`config.mk`:
```
export PLATFORM = sky130hd
export DESIGN_NAME = pc_fetch_unit
export DESIGN_NICKNAME = d
export VERILOG_FILES = /design/src/rtl/pc_fetch_unit.sv
export SDC_FILE = /design/constraint.sdc
export NUM_CORES = 1
export LEC_CHECK = 0
export ABC_AREA = 1
export BUFFER_PORTS_ARGS = -buffer_cell sky130_fd_sc_hd__buf_2
export CORE_MARGIN = 10
export CORE_UTILIZATION = 40
export DETAILED_ROUTE_END_ITERATION = 10
export PLACE_DENSITY_LB_ADDON = 0.1
export SYNTH_ARGS = -nofsm -noshare
export SYNTH_HDL_FRONTEND = slang
export SYNTH_SLANG_ARGS = --single-unit
```
`constraint.sdc`:
```
create_clock -name clk -period 1.46 [get_ports clk]
set_input_delay 0.073 -clock clk [delete_from_list [all_inputs] [get_ports clk]]
set_output_delay 0.073 -clock clk [all_outputs]
set_load 0.02 [all_outputs]
```
`src/rtl/pc_fetch_unit.sv`:
```
// Program counter and single-outstanding instruction fetch sequencer.
// Issues one imem request at a time, holds the result for decode, and drops stale responses after redirects.
module pc_fetch_unit #(
  parameter int unsigned             ADDR_WIDTH = 32,
  parameter int unsigned             DATA_WIDTH = 32,
  parameter logic [ADDR_WIDTH-1:0]   RESET_PC   = '0
) (
  input  logic                  clk,
  input  logic                  rst,
  input  logic                  pcSrc,
  input  logic [ADDR_WIDTH-1:0] branchPC,
  input  logic                  stall,
  output logic                  imem_req_valid,
  output logic [ADDR_WIDTH-1:0] imem_req_addr,
  input  logic                  imem_req_ready,
  input  logic                  imem_rsp_valid,
  input  logic [DATA_WIDTH-1:0] imem_rsp_data,
  output logic                  instr_valid,
  output logic [DATA_WIDTH-1:0] instr,
  output logic [ADDR_WIDTH-1:0] instr_pc,
  output logic [ADDR_WIDTH-1:0] pcPlus4,
  output logic                  misaligned
);

  localparam logic [1:0] S_REQ  = 2'd0;
  localparam logic [1:0] S_WAIT = 2'd1;
  localparam logic [1:0] S_HOLD = 2'd2;

  logic [1:0]            state;
  logic [ADDR_WIDTH-1:0] pc;
  logic                  kill;
  logic                  live;
  logic                  aligned;
  logic                  redirect;

  assign aligned        = (branchPC[1:0] == 2'b00);
  assign redirect       = pcSrc && aligned;
  // live keeps the request low during reset and for the first edge after release
  assign imem_req_valid = live && (state == S_REQ);
  assign imem_req_addr  = pc;

  always_ff @(posedge clk or negedge rst) begin
    if (!rst) begin
      state       <= S_REQ;
      pc          <= RESET_PC;
      kill        <= 1'b0;
      live        <= 1'b0;
      instr_valid <= 1'b0;
      instr       <= '0;
      instr_pc    <= '0;
      pcPlus4     <= '0;
      misaligned  <= 1'b0;
    end else begin
      live       <= 1'b1;
      misaligned <= pcSrc && !aligned;
      case (state)
        S_REQ: begin
          if (redirect) pc <= branchPC;
          if (imem_req_valid && imem_req_ready) begin
            state <= S_WAIT;
            kill  <= redirect;
          end
        end
        S_WAIT: begin
          if (imem_rsp_valid) begin
            if (kill || redirect) begin
              state <= S_REQ;
              kill  <= 1'b0;
              if (redirect) pc <= branchPC;
            end else begin
              instr       <= imem_rsp_data;
              instr_pc    <= pc;
              pcPlus4     <= pc + ADDR_WIDTH'(4);
              instr_valid <= 1'b1;
              state       <= S_HOLD;
            end
          end else if (redirect) begin
            pc   <= branchPC;
            kill <= 1'b1;
          end
        end
        S_HOLD: begin
          if (redirect) begin
            pc          <= branchPC;
            instr_valid <= 1'b0;
            state       <= S_REQ;
          end else if (!stall) begin
            pc          <= pc + ADDR_WIDTH'(4);
            instr_valid <= 1'b0;
            state       <= S_REQ;
          end
        end
        default: begin
          state       <= S_REQ;
          kill        <= 1'b0;
          instr_valid <= 1'b0;
        end
      endcase
    end
  end

endmodule

```
== Word level (Yosys, flattened, before mapping) ==
Cells that the tools add are included.
W data, S select, Z words.

* Memory bits (writable): 0
* Latch bits: 0
* Memories: 0
* Output and inout port bits: 131
* Word-level logic and storage cells: 57
* Bits of input ports: 70
* Bits in read-only memories: 0
* Flip-flop bits (word level): 134

* Equal/unequal tests: 8
* Bitwise gates (word level): 3
* Magnitude comparators: 0
* Reductions and logical operators: 14
* Add/sub/neg operators: 1
* Multipliers: 0
* Shift-type cells: 0
* Multiplexer cells: 22
* Div/mod/pow operators: 0

{| class="wikitable"
|+ Operators by type and width
! kind !! count
|-
| $mux W32 || 5
|-
| $pmux W32 S3 || 1
|-
| $add A32 B3 Y32 const B || 1
|-
| $mux W2 || 5
|-
| $ne A3 B3 Y1 const B || 3
|-
| $reduce_and A3 Y1 || 3
|-
| $mux W1 || 8
|-
| $reduce_and A4 Y1 || 2
|-
| $pmux W1 S3 || 2
|-
| $pmux W2 S3 || 1
|-
| $logic_and A1 B1 Y1 || 4
|-
| $logic_not A2 Y1 || 2
|-
| $ne A2 B2 Y1 const B || 2
|-
| $not A1 Y1 || 3
|-
| $reduce_bool A3 Y1 || 1
|-
| $eq A2 B1 Y1 const B || 1
|-
| $eq A2 B2 Y1 const B || 1
|-
| $ne A2 B1 Y1 const B || 1
|-
| $logic_not A1 Y1 || 1
|-
| $logic_or A1 B1 Y1 || 1
|}

== Depth between registers and ports, before layout ==
* Word-level depth: 6
* Gate-level depth with buffers: 11
* Mapped depth without buffers: 10

== Worst setup path before layout ==
OpenSTA, ideal clock, no wires.

* Kind: register -> register
* Start point: register pc[3] (netlist: imem_req_addr[3])
* End point: register pc[28] (netlist: imem_req_addr[28])
* Library setup time: 117 ps
* Stages on the path, launching flop included: 11
* Period minus slack after synthesis: 1672 ps
* Arrival time: 1556 ps
* Required time: 1343 ps
* Setup slack: -212 ps
* Cell sequence: dfrtp_1 -> ha_1 -> nand3_1 -> nor2_2 -> nand2_1 -> inv_1 -> nand2_1 -> nand2_1 -> nand3_1 -> nand2_1 -> nand2_1

* Word-level cells in the longest chain between the ends: 4

{| class="wikitable"
|+ Ends and longest elaborated chain
! element !! RTL line !! source
|-
| start, declared || 30 || <nowiki>logic [ADDR_WIDTH-1:0] pc;</nowiki>
|-
| start signal, assigned || 58 || <nowiki>if (redirect) pc <= branchPC;</nowiki>
|-
| start signal, assigned || 69 || <nowiki>if (redirect) pc <= branchPC;</nowiki>
|-
| start signal, assigned || 78 || <nowiki>pc <= branchPC;</nowiki>
|-
| $add A32 B3 Y32 || 88 || <nowiki>pc <= pc + ADDR_WIDTH'(4);</nowiki>
|-
| $mux W32 || 87 || <nowiki>end else if (!stall) begin</nowiki>
|-
| $mux W32 || 83 || <nowiki>if (redirect) begin</nowiki>
|-
| $pmux W32 S3 || 56 || <nowiki>case (state)</nowiki>
|}

No other way between the ends. The select of a mux whose other input is x is not followed.
A chain may end at the register's enable or synchronous reset.

== Worst setup path after layout ==
* Start point: register pc[2] (netlist: imem_req_addr[2])
* End point: register pc[20] (netlist: imem_req_addr[20])

Same word-level chain as after synthesis.

==> impl.org <==
** Status
- Result of the run :: complete, but fails checks
- The checks that failed: negative setup slack.

** Routing
- The count of nets left with antenna violations once routing finished came out at 0.
- Summed over all layers, the routed wires come to 22,300 um.
- Detailed-router iteration count before antenna repair :: 5
- In the routed design, unresolved DRC markers number 0.
- Detailed-route wire length per cell :: 16.4 um
- For this block, the via count after detailed routing is 6,466.
- DRC marker count from the first detailed-route iteration :: 368
- Using the TritonRoute via totals, the vias-per-cell ratio works out to 4.78.

** Setup path
- Signal arrival time at the worst endpoint :: 1.86 ns
- The worst setup path is captured at a register.
- Slowest cell delay on critical path :: 0.42 ns
- Data on the critical path is required at its endpoint by 1.78 ns.
- The critical path goes through ha_4 -> nand3_4 -> nor2_4 -> nand2_4 -> o21ai_1 -> nand3_1 -> nand2_1 -> nand2_1.
- Crit Path Max Fanout :: 5
- On the critical path, the stage with the largest delay is an instance of sky130_fd_sc_hd__dfrtp_2.
- STA classifies the critical path startpoint as a register.
- Among the stages of the critical path, the cell type that occurs most often is sky130_fd_sc_hd__nand2_1.
- The worst setup path is of the reg2reg kind.

** STA
- The number of hold-slack violations in the final timing report is 0.
- Minimum period implied by the final worst setup slack :: 1.55 ns
- Setup repair after global routing could not meet its margin everywhere.
- Setup violations remaining at the end of the flow were counted as 52.
- Final Worst Setup Slack :: -0.0864 ns
- The max-slew violation count was 0.
- Final Cycle Share :: 106%
- Derived from the worst setup path, the maximum achievable clock frequency is 647 MHz.
- Min Hold Slack :: 0.0100 ns
- Clk_skew :: 0.00888 ns

** Placed design
- Area after detailed placement :: 7950 sq um
- Post-DP HPWL :: 14,400 um
- Routability-driven placement finished with a final weighted congestion of 0.871.
- Port buffering added 200 buffers.

** Logic synthesis
- Sorting the synthesized cells by how often they occur yields sky130_fd_sc_hd__nand2_1 (393), sky130_fd_sc_hd__dfrtp_1 (132), sky130_fd_sc_hd__nor2_1 (93).
- Mapped Area :: 6190 sq um
- Of all flip-flops after synthesis, the portion carrying an async set or reset was 100%.
- Largest cells by area after synthesis :: sky130_fd_sc_hd__dfrtp_1 (53%), sky130_fd_sc_hd__nand2_1 (24%), sky130_fd_sc_hd__nor2_1 (5.6%), sky130_fd_sc_hd__o21ai_0 (3.2%), sky130_fd_sc_hd__nand3_1 (2.8%)
- Synthesis produced 818 cells.
- The number of different library cells used by synthesis comes to 27.
- Number of nets produced by synthesis :: 889
- Most area-hungry cell type in the Yosys netlist :: sky130_fd_sc_hd__dfrtp_1
- Of the synthesized area, sequential elements account for 53.4%.
- Portion of synthesized cell area occupied by the leading cell type :: 53.4%
- During synthesis, Yosys emitted a total of 0 warnings.
- Yosys instantiated no cell more often than sky130_fd_sc_hd__nand2_1.
- Among all flip-flop cells after synthesis, the most frequent one is sky130_fd_sc_hd__dfrtp_1.
- The synthesized design contains 0 enable-type register cells.
- Syn avg cell area :: 7.56 sq um
- Count of state elements after synthesis :: 132

** Global route
- Leftover overflow at the end of global routing :: 0
- Total global-route track usage :: 20.4%
- First-pass GRT wire length :: 33,400 um
- The initial antenna violation count is 1.
- Maximum number of pins on one net before global-route repair :: 85
- Via count of the first global-routing pass :: 6,448

** Power
- IR analysis of the VDD net gives a maximum drop of 0.998 mV.
- Clock network power share :: 22.1%
- Summed over all nets, the switching power comes to 0.00879 W.
- Of the total power, the share spent switching nets is 42.4%.
- Power spread over the standard cell area amounts to 2090 nW/um^2.
- Share of total power in sequential cells :: 30.9%
- Cell internal power was estimated by the tool at 0.0119 W.
- Total power for the finished layout comes to 0.0207 W.
- Combinational cells account for 47.0% of the total power.
- Leakage power figure :: 5.23 nW

** Floorplanning
- In this run the core area contains 45 standard-cell rows.
- The floorplan step defined a core boundary enclosing 15,200 sq um.
- Count of pins on the block boundary :: 201
- The initial utilization of the core area, before any placement, comes to 40.7%.
- Chip height :: 144 um
- Area of the die :: 20,800 sq um
- Die extent in x :: 144 um

** Clocking
- Htree depth :: 4
- Clock insertion delay at the later pin of the skew report :: 0.42 ns
- The clock passes through at most 2 buffers.
- TritonCTS built the clock tree.
- Library cell used as clock root buffer :: sky130_fd_sc_hd__clkbuf_16
- The clock drives 132 sinks.
- Clock-pin slew on the worst setup and hold paths :: 0.06 ns
- Counting the buffers created by CTS gives 17.

** Finish
- Share of layout cells above drive strength 1 :: 36.7%
- Filler cells :: 1,287
- Storage cell area :: 3310 sq um
- Area of combinational cells with multiple inputs :: 2900 sq um
- Post-layout instance area :: 9890 sq um
- From synthesis to final layout, the design area changed by 59.9%.
- After the last flow step, the layout net total stands at 1,223.

** Flow run
- Maximum capacitance violations :: 0

** Worst hold path
- The min-delay analysis places its worst path in the category in2reg.
-- power groups by stage --
stage | combinational (W) | sequential (W) | clock [W]
after floorplan | 0.00280 | 0.00848 | 0
after CTS | 0.00918 | 0.00633 | 0.00467
final | 0.00974 | 0.00639 | 0.00457
after global placement | 0.00873 | 0.00634 | 0
after detailed placement | 0.00875 | 0.00637 | 0
after global routing | 0.0106 | 0.00663 | 0.00485
-- path summary, 6_finish.rpt --
kind | startpoint | slack [ns] | endpoint | cells after the start
min reg2reg | instr_valid | 0.47 | instr_valid | 2
max | imem_req_addr[2] | -0.09 | imem_req_addr[20] | 8
max in group asynchronous | rst | 0.77 | state[0] | 3
max reg2reg | imem_req_addr[2] | -0.09 | imem_req_addr[20] | 8
min | branchPC[29] | 0.01 | imem_req_addr[29] | 5
min in group asynchronous | rst | 0.16 | instr[10] | 2
-- placed cells by master (no fill, tap or decap), types with 2 or more instances in the layout --
master,n
sky130_fd_sc_hd__nand3_4,2
sky130_fd_sc_hd__dlygate4sd3_1,58
sky130_fd_sc_hd__xor2_2,4
sky130_fd_sc_hd__nand2_2,20
sky130_fd_sc_hd__inv_1,38
sky130_fd_sc_hd__nor2_1,57
sky130_fd_sc_hd__o21ai_1,22
sky130_fd_sc_hd__o21ai_0,23
sky130_fd_sc_hd__bufinv_16,4
sky130_fd_sc_hd__clkinv_2,3
sky130_fd_sc_hd__clkbuf_16,24
sky130_fd_sc_hd__o21ai_2,2
sky130_fd_sc_hd__nand4_1,3
sky130_fd_sc_hd__buf_12,13
sky130_fd_sc_hd__nor2_2,31
sky130_fd_sc_hd__buf_2,198
sky130_fd_sc_hd__a31oi_1,9
sky130_fd_sc_hd__clkbuf_8,2
sky130_fd_sc_hd__nor2_4,10
sky130_fd_sc_hd__nand3_2,5
sky130_fd_sc_hd__dfrtp_2,6
sky130_fd_sc_hd__nand3_1,31
sky130_fd_sc_hd__nand2_4,13
sky130_fd_sc_hd__clkinvlp_4,5
sky130_fd_sc_hd__buf_6,8
sky130_fd_sc_hd__buf_4,62
sky130_fd_sc_hd__nand2_1,362
sky130_fd_sc_hd__dfrtp_1,126
sky130_fd_sc_hd__xor2_1,4
sky130_fd_sc_hd__inv_2,5
-- per-stage QoR --
stage	TNS (ns)	instances	setup WS, ns	util, %
after global routing	-9.52	1354	-0.164	65.1
final	-1.44	1354	-0.0864	65.1
after CTS	-0.531	1339	-0.0383	61.8
after global placement	-2.30	1243	-0.124	52.3
after detailed placement	-2.85	1243	-0.183	52.3
after floorplan	0	818	0.00209	-
-- worst max-delay path: cells and delay by family (launching register included) --
| kind | cells | cell delay [ns] |
|---|---|---|
| adder cells (fa/ha/maj) | 1 | 0.18 |
| AO/OA/AOI/OAI | 1 | 0.20 |
| AND/OR/NAND/NOR | 6 | 0.63 |
| flip-flops | 1 | 0.42 |
-- sequential cells by signal (all words and copies together) (netlist names) --
register / cells
imem_req_addr: 32
instr_pc: 32
kill: 1
instr_valid: 1
pcPlus4: 30
state: 2
live: 1
instr: 32
misaligned: 1
-- metal layers --
| metal | routed length (um) | vias to the layer above | track usage [%] |
|---|---|---|---|
| li1 | - | 3206 | - |
| met2 | 10200 | 224 | 31.5 |
| met1 | 9910 | 3009 | 26.6 |
| met4 | 463 | 0 | 7.13 |
| met3 | 1700 | 27 | 6.00 |
| met5 | 0 | - | 0 |
-- cell families after synthesis --
family / share of synthesized area, %
buf+inv: 5.80
simple gates: 34.2
flops: 53.4
compound gates: 5.26
fa+ha+maj: 0.202
other cells: 0.0606
xor+xnor: 1.13
-- layout make-up --
cell class / instances / share of cell area, %
diodes: 1 / 0.0253
clock buffers: 19 / 4.58
clock inverters: 13 / 1.83
inverters: 44 / 1.72
multi-input cells: 608 / 29.3
flip-flops and latches: 132 / 33.5
well taps: 188 / 2.38
repair buffers: 349 / 26.7
-- timing repair --
item,CTS,global route
buffers inserted,4,4
resized for setup,40,93
pin swaps,19,22
endpoints found under the setup margin,52,121
endpoints found under the hold margin,187,0
hold buffers,58,0
cloned,2,10
(Power assumes the default switching activity.)
